### config.mk
export PLATFORM = sky130hd
export DESIGN_NAME = gauss_frame_loader
export DESIGN_NICKNAME = d
export VERILOG_FILES = /design/src/rtl/gauss_pkg.sv /design/src/rtl/gauss_frame_buf.sv /design/src/rtl/gauss_frame_loader.sv
export SDC_FILE = /design/constraint.sdc
export NUM_CORES = 1
export LEC_CHECK = 0
export ABC_AREA = 1
export CAP_MARGIN = 20
export CELL_PAD_IN_SITES_DETAIL_PLACEMENT = 1
export CELL_PAD_IN_SITES_GLOBAL_PLACEMENT = 1
export CORE_AREA = 2 2 109 164
export CTS_CLUSTER_DIAMETER = 100
export CTS_CLUSTER_SIZE = 16
export DETAILED_ROUTE_END_ITERATION = 12
export DIE_AREA = 0 0 111 166
export PLACE_DENSITY_LB_ADDON = 0.1
export SLEW_MARGIN = 10
export SYNTH_ARGS = -nofsm -noshare
export SYNTH_HDL_FRONTEND = slang
export SYNTH_SLANG_ARGS = --single-unit
### constraint.sdc
create_clock -name clk -period 7.7 [get_ports clk]
set_clock_uncertainty 0.15 [all_clocks]
set_input_delay 1.155 -clock clk [delete_from_list [all_inputs] [get_ports clk]]
set_output_delay 1.155 -clock clk [all_outputs]
set_load 0.005 [all_outputs]
### src/rtl/gauss_pkg.sv
// Shared types and sizing for the Gaussian filter frame loader.
// Optional build macro used by the loader: GAUSS_LOADER_PINGPONG_EN.
package gauss_pkg;

    localparam int ROWS_DEF    = 4;
    localparam int COLS_DEF    = 4;
    localparam int DATA_W_DEF  = 8;
    localparam int NPIX_DEF    = ROWS_DEF * COLS_DEF;
    localparam int FRAME_CNT_W = 16;

    // Outside ping-pong mode one FSM walks all four states. In ping-pong mode
    // the fill engine uses WAIT_SOF/FILL and the presenter uses
    // WAIT_SOF (idle)/LAUNCH/HOLD.
    typedef enum logic [1:0] {
        WAIT_SOF = 2'd0,
        FILL     = 2'd1,
        LAUNCH   = 2'd2,
        HOLD     = 2'd3
    } state_t;

    function automatic int idx_width(input int npix);
        return (npix > 1) ? $clog2(npix) : 1;
    endfunction

    localparam int IDX_W_DEF = idx_width(NPIX_DEF);

endpackage

### src/rtl/gauss_frame_buf.sv
// Frame storage: one indexed pixel write port, whole frame readable as a flat vector.
module gauss_frame_buf #(
    parameter int npix       = 16,
    parameter int data_width = 8,
    parameter int idx_w      = 4
) (
    input  logic                       clk,
    input  logic                       rst,
    input  logic                       wr_en,
    input  logic [idx_w-1:0]           wr_idx,
    input  logic [data_width-1:0]      wr_data,
    output logic [npix*data_width-1:0] frame
);

    genvar gi;
    generate
        for (gi = 0; gi < npix; gi++) begin : g_slot
            logic [data_width-1:0] pix_reg;

            always_ff @(posedge clk or posedge rst) begin
                if (rst) begin
                    pix_reg <= '0;
                end else if (wr_en && (wr_idx == idx_w'(gi))) begin
                    pix_reg <= wr_data;
                end
            end

            assign frame[gi*data_width +: data_width] = pix_reg;
        end
    endgenerate

endmodule

### src/rtl/gauss_frame_loader.sv
// Assembles a raster pixel stream into a frame and hands it to the Gaussian filter.
// Build option: define GAUSS_LOADER_PINGPONG_EN for double-buffered capture.
module gauss_frame_loader
    import gauss_pkg::*;
#(
    parameter int rows       = ROWS_DEF,
    parameter int cols       = COLS_DEF,
    parameter int data_width = DATA_W_DEF
) (
    input  logic                            clk,
    input  logic                            rst,
    input  logic [data_width-1:0]           pix_in,
    input  logic                            pix_valid,
    input  logic                            pix_sof,
    output logic                            pix_ready,
    output logic [data_width*rows*cols-1:0] frame_out,
    output logic                            filt_start,
    output logic                            filt_image_ready,
    input  logic                            filt_done,
    output logic [FRAME_CNT_W-1:0]          frame_cnt,
    output logic                            sof_err
);

    localparam int npix  = rows * cols;
    localparam int idx_w = idx_width(npix);
    localparam logic [idx_w-1:0] LAST_IDX = idx_w'(npix - 1);

    logic                   pix_ready_reg, pix_ready_next;
    logic                   filt_start_reg, filt_start_next;
    logic                   img_rdy_reg, img_rdy_next;
    logic [FRAME_CNT_W-1:0] frame_cnt_reg, frame_cnt_next;
    logic                   sof_err_reg, sof_err_next;
    logic [idx_w-1:0]       idx_reg, idx_next;

    logic                   beat;
    logic                   wr_en;
    logic [idx_w-1:0]       wr_idx;

    assign beat = pix_valid && pix_ready_reg;

`ifdef GAUSS_LOADER_PINGPONG_EN

    state_t fstate_reg, fstate_next;
    state_t pstate_reg, pstate_next;
    logic   pres_sel_reg, pres_sel_next;
    logic   back_full_reg, back_full_next;
    logic   complete;
    logic [data_width*npix-1:0] frame0, frame1;

    // The fill side always targets the buffer not being presented.
    gauss_frame_buf #(.npix(npix), .data_width(data_width), .idx_w(idx_w)) u_buf0 (
        .clk(clk), .rst(rst), .wr_en(wr_en && pres_sel_reg), .wr_idx(wr_idx),
        .wr_data(pix_in), .frame(frame0)
    );
    gauss_frame_buf #(.npix(npix), .data_width(data_width), .idx_w(idx_w)) u_buf1 (
        .clk(clk), .rst(rst), .wr_en(wr_en && !pres_sel_reg), .wr_idx(wr_idx),
        .wr_data(pix_in), .frame(frame1)
    );

    assign frame_out = pres_sel_reg ? frame1 : frame0;

    always_ff @(posedge clk or posedge rst) begin
        if (rst) begin
            fstate_reg    <= WAIT_SOF;
            pstate_reg    <= WAIT_SOF;
            pres_sel_reg  <= 1'b0;
            back_full_reg <= 1'b0;
        end else begin
            fstate_reg    <= fstate_next;
            pstate_reg    <= pstate_next;
            pres_sel_reg  <= pres_sel_next;
            back_full_reg <= back_full_next;
        end
    end

    always_comb begin
        fstate_next    = fstate_reg;
        pstate_next    = pstate_reg;
        pres_sel_next  = pres_sel_reg;
        back_full_next = back_full_reg;
        idx_next       = idx_reg;
        frame_cnt_next = frame_cnt_reg;
        sof_err_next   = sof_err_reg;
        wr_en          = 1'b0;
        wr_idx         = idx_reg;
        complete       = 1'b0;

        case (fstate_reg)
            FILL: begin
                if (beat) begin
                    wr_en = 1'b1;
                    if (pix_sof) begin
                        wr_idx       = '0;
                        idx_next     = idx_w'(1);
                        sof_err_next = 1'b1;
                    end else if (idx_reg == LAST_IDX) begin
                        idx_next    = '0;
                        fstate_next = WAIT_SOF;
                        complete    = 1'b1;
                    end else begin
                        idx_next = idx_reg + idx_w'(1);
                    end
                end
            end
            default: begin
                if (beat && pix_sof) begin
                    wr_en  = 1'b1;
                    wr_idx = '0;
                    if (npix == 1) begin
                        complete = 1'b1;
                    end else begin
                        idx_next    = idx_w'(1);
                        fstate_next = FILL;
                    end
                end
            end
        endcase

        case (pstate_reg)
            LAUNCH: begin
                pstate_next = HOLD;
                if (complete) back_full_next = 1'b1;
            end
            HOLD: begin
                if (filt_done) begin
                    frame_cnt_next = frame_cnt_reg + FRAME_CNT_W'(1);
                    if (back_full_reg || complete) begin
                        pres_sel_next  = !pres_sel_reg;
                        back_full_next = 1'b0;
                        pstate_next    = LAUNCH;
                    end else begin
                        pstate_next = WAIT_SOF;
                    end
                end else if (complete) begin
                    back_full_next = 1'b1;
                end
            end
            default: begin
                if (complete) begin
                    pres_sel_next = !pres_sel_reg;
                    pstate_next   = LAUNCH;
                end
            end
        endcase

        pix_ready_next  = !back_full_next;
        filt_start_next = (pstate_next == LAUNCH);
        img_rdy_next    = (pstate_next == HOLD);
    end

`else

    state_t state_reg, state_next;

    gauss_frame_buf #(.npix(npix), .data_width(data_width), .idx_w(idx_w)) u_buf (
        .clk(clk), .rst(rst), .wr_en(wr_en), .wr_idx(wr_idx),
        .wr_data(pix_in), .frame(frame_out)
    );

    always_ff @(posedge clk or posedge rst) begin
        if (rst) begin
            state_reg <= WAIT_SOF;
        end else begin
            state_reg <= state_next;
        end
    end

    always_comb begin
        state_next     = state_reg;
        idx_next       = idx_reg;
        frame_cnt_next = frame_cnt_reg;
        sof_err_next   = sof_err_reg;
        wr_en          = 1'b0;
        wr_idx         = idx_reg;

        case (state_reg)
            WAIT_SOF: begin
                // Beats without sof are consumed and discarded here.
                if (beat && pix_sof) begin
                    wr_en  = 1'b1;
                    wr_idx = '0;
                    if (npix == 1) begin
                        state_next = LAUNCH;
                    end else begin
                        idx_next   = idx_w'(1);
                        state_next = FILL;
                    end
                end
            end
            FILL: begin
                if (beat) begin
                    wr_en = 1'b1;
                    if (pix_sof) begin
                        wr_idx       = '0;
                        idx_next     = idx_w'(1);
                        sof_err_next = 1'b1;
                    end else if (idx_reg == LAST_IDX) begin
                        idx_next   = '0;
                        state_next = LAUNCH;
                    end else begin
                        idx_next = idx_reg + idx_w'(1);
                    end
                end
            end
            LAUNCH: begin
                state_next = HOLD;
            end
            default: begin
                if (filt_done) begin
                    frame_cnt_next = frame_cnt_reg + FRAME_CNT_W'(1);
                    state_next     = WAIT_SOF;
                end
            end
        endcase

        pix_ready_next  = (state_next == WAIT_SOF) || (state_next == FILL);
        filt_start_next = (state_next == LAUNCH);
        img_rdy_next    = (state_next == HOLD);
    end

`endif

    // Handshake/status outputs are registered from the next-state decode.
    always_ff @(posedge clk or posedge rst) begin
        if (rst) begin
            idx_reg        <= '0;
            pix_ready_reg  <= 1'b0;
            filt_start_reg <= 1'b0;
            img_rdy_reg    <= 1'b0;
            frame_cnt_reg  <= '0;
            sof_err_reg    <= 1'b0;
        end else begin
            idx_reg        <= idx_next;
            pix_ready_reg  <= pix_ready_next;
            filt_start_reg <= filt_start_next;
            img_rdy_reg    <= img_rdy_next;
            frame_cnt_reg  <= frame_cnt_next;
            sof_err_reg    <= sof_err_next;
        end
    end

    assign pix_ready        = pix_ready_reg;
    assign filt_start       = filt_start_reg;
    assign filt_image_ready = img_rdy_reg;
    assign frame_cnt        = frame_cnt_reg;
    assign sof_err          = sof_err_reg;

endmodule

==> run_results.csv <==
group,metric,value,unit
synthesis,netlist_area,0.00670,mm^2
routing,num_vias,5651,
sta,slew_headroom,28.0,%
setup_path,start_kind,"input port",
sta,rsz0062_at_grt,"no",
clock_tree,cts_hold_buffers,0,
routing,drtIter0Drc,247,
power_and_ir_drop,finalPower,2.87,mW
setup_path,path_max_fanout,36,
sta,setup_viol,0,
synthesis,synth.area.mux_share,0,%
sta,max_freq,305,MHz
grt,grt_pass1_vias,6010,
final_layout,n_antenna_cell,0,
placement,place.gp.congestion,0.771,
worst_hold_path,min_path_type,"reg2reg",
sta,hold_viol_final,0,
synthesis,synth_cell_types,31,
synthesis,ys_warn_count,0,
synthesis,synth_xor_xnor_area_share,1.57,%
setup_path,critical_path_class,"in2reg",
synthesis,synth_top_cell_by_area,"dfrtp_1",
grt,grt_pass1_wl,32600,um
synthesis,synth-simple-area-share,33.4,%
routing,routed_wl,20000,um
clock_tree,clock_path_buffers,2,
synthesis,synth_top_family_by_area,"simple AND/OR/NAND/NOR gates",
final_layout,final_area,0.00890,mm^2
final_layout,finish.utilization,52.2,%
synthesis,syn-num-nets,759,
floorplan,ioPinCount,161,
floorplan,fp.dieW,111,um
floorplan,fp.dieH,166,um
placement,portBuffers,160,
routing,ant_nets,0,
clock_tree,cts_tree,"yes",
placement,placed_area,0.00831,mm^2
final_layout,areaGrowthSynthToFinish,32.8,%
power_and_ir_drop,ir_worst_vdd,0.000167,V
placement,dpl_worst_slack,3980,ps
floorplan,start_util,39.3,%
sta,timing.final.max_slew_violations,0,
final_layout,fillers,2008,
synthesis,netlist_top_cells_area,"dfrtp_1 (58%), nand2_1 (17%), nand3_1 (8.3%)",
synthesis,synth-compound-area-share,1.46,%
grt,grt_start_max_net_pins,83,
setup_path,worstPathRequired,7840,ps
floorplan,fp-row-count,59,
synthesis,synth_top_area_share,57.5,%
clock_tree,cts_buffers,17,
clock_tree,cts.repair.resized,0,
job,cap_violations,0,
final_layout,nets,895,
grt,antenna_found_initial,0,
power_and_ir_drop,powerDensity,323,mW/mm^2
routing,avgRoutedWirePerCell,18.1,um
synthesis,avgSynthCellArea,9.01,um^2
floorplan,core_area,0.0171,mm^2
sta,layout_setup_ws,4420,ps
routing,via_per_inst,5.11,
grt,grt_usage,22.3,%
synthesis,yosysSeqAreaShare,57.5,%
grt,gr-total-overflow,0,
clock_tree,cts_sinks,154,
placement,hpwlAfterDp,13400,um
synthesis,synthAdderAreaFrac,0.373,%
clock_tree,clkSlewWorstSetupHoldPaths,60,ps
clock_tree,insertion_delay,410,ps
routing,drc,0,
final_layout,layout-drive-gt1-share,7.73,%
status,outcome,"finished clean",
setup_path,cp-end-kind,"flop",
sta,worst_pin_slew,1080,ps
clock_tree,cts_root_buf,"clkbuf_16",
synthesis,ys_ff_latch,154,
clock_tree,h-tree-depth,4,
power_and_ir_drop,p_leak,4.38,nW
routing,dr.pass1.iters,4,
sta,min_period_over_period,42.6,%
final_layout,largest_register_ffs,128,
setup_path,worstPathArrival,3430,ps
synthesis,syn_inst,744,
floorplan,die_area,0.0184,mm^2
clock_tree,cts_setup_buffers,0,
sta,tns,0,ps
sta,fin_crit,3280,ps
-- stage by stage --
stage,cells,hold slack [ps]
floorplan,744,315
global placement,1073,305
detailed placement,1073,310
CTS,1105,324
global route,1106,343
finish,1106,319
-- power breakdown --
group          internal, mW  switching (mW)  leakage [nW]
Sequential             1.03           0.160          2.03
Clock                 0.458           0.344         0.273
Combinational         0.464           0.418          2.08
-- metal layers --
metal  part of all wire, %  global-route usage, %  wire length, um  vias up
li1                      -                      -                -     2666
met1                    40                   26.5             8000     2810
met2                    54                   40.7            10700      152
met3                   4.8                   4.82              951       23
met4                   1.8                   5.54              351        0
met5                     0                      0                0        -
-- cell usage after synthesis --
master and n:
clkbuf_2 1, nand3_2 2, buf_4 2, nor2_4 4, buf_2 16, buf_6 11
inv_2 3, nand4_1 36, nand2_1 297, ha_1 2, o21ai_0 3, o22ai_1 1
nand4_2 1, o21ai_2 1, nand3_1 111, nor2_8 3, a21oi_1 3, clkbuf_1 17
xnor2_1 3, nand2_2 14, inv_1 22, o21ai_4 1, nand2_8 1, dfrtp_1 154
o21a_1 1, o21bai_1 1, xor2_1 9, o211ai_4 1, nor2_1 18, nor2_2 3
nor3_1 2
-- layout make-up --
type / instances / area, um^2 / area share (%)
Timing Repair Buffer: 164 / 1650 / 18.6
Inverter: 25 / 98.8 / 1.11
Multi-Input combinational cell: 518 / 2460 / 27.7
Clock inverter: 12 / 115 / 1.29
Sequential cell: 154 / 3850 / 43.3
Tap cell: 213 / 267 / 3.00
Clock buffer: 20 / 447 / 5.02
-- cells by family (layout without fill, tap and decap cells) --
group	Yosys count	in the layout
AND/OR/NAND/NOR	492	492
XOR/XNOR	12	12
buffers and inverters	72	221
adder cells (fa/ha/maj)	2	2
flip-flops	154	154
AO/OA/AOI/OAI	12	12
-- placed cells by master (no fill, tap or decap), types with 4 or more instances in the layout --
| master | count |
|---|---|
| nand4_1 | 36 |
| dfrtp_1 | 154 |
| nand2_2 | 14 |
| xor2_1 | 9 |
| nand2_1 | 297 |
| nor2_1 | 18 |
| nand3_1 | 111 |
| clkbuf_16 | 17 |
| inv_6 | 4 |
| nor2_4 | 4 |
| clkdlybuf4s50_1 | 160 |
| inv_1 | 21 |
-- final timing paths --
kind,from,endpoint,slack (ps),cells past startpoint
setup / recovery,pix_sof,u_buf.g_slot[1].pix_reg[1],4420,9
hold / removal,u_buf.g_slot[4].pix_reg[0],u_buf.g_slot[4].pix_reg[0],320,2
setup reg to reg,state_reg[1],u_buf.g_slot[1].pix_reg[1],5240,6
hold reg to reg,u_buf.g_slot[4].pix_reg[0],u_buf.g_slot[4].pix_reg[0],320,2
max in group asynchronous,rst,u_buf.g_slot[14].pix_reg[4],5200,4
min in group asynchronous,rst,filt_start,1070,2
-- worst max-delay path, cell delays in order --
cell	delay, ps
clkdlybuf4s50_1	500
inv_2	150
nor2_4	60
nand2_8	100
nand2_2	100
nor2_4	650
nand3_1	460
nand2_1	180
nand2_1	70
Power figures use the tool's default switching activity.
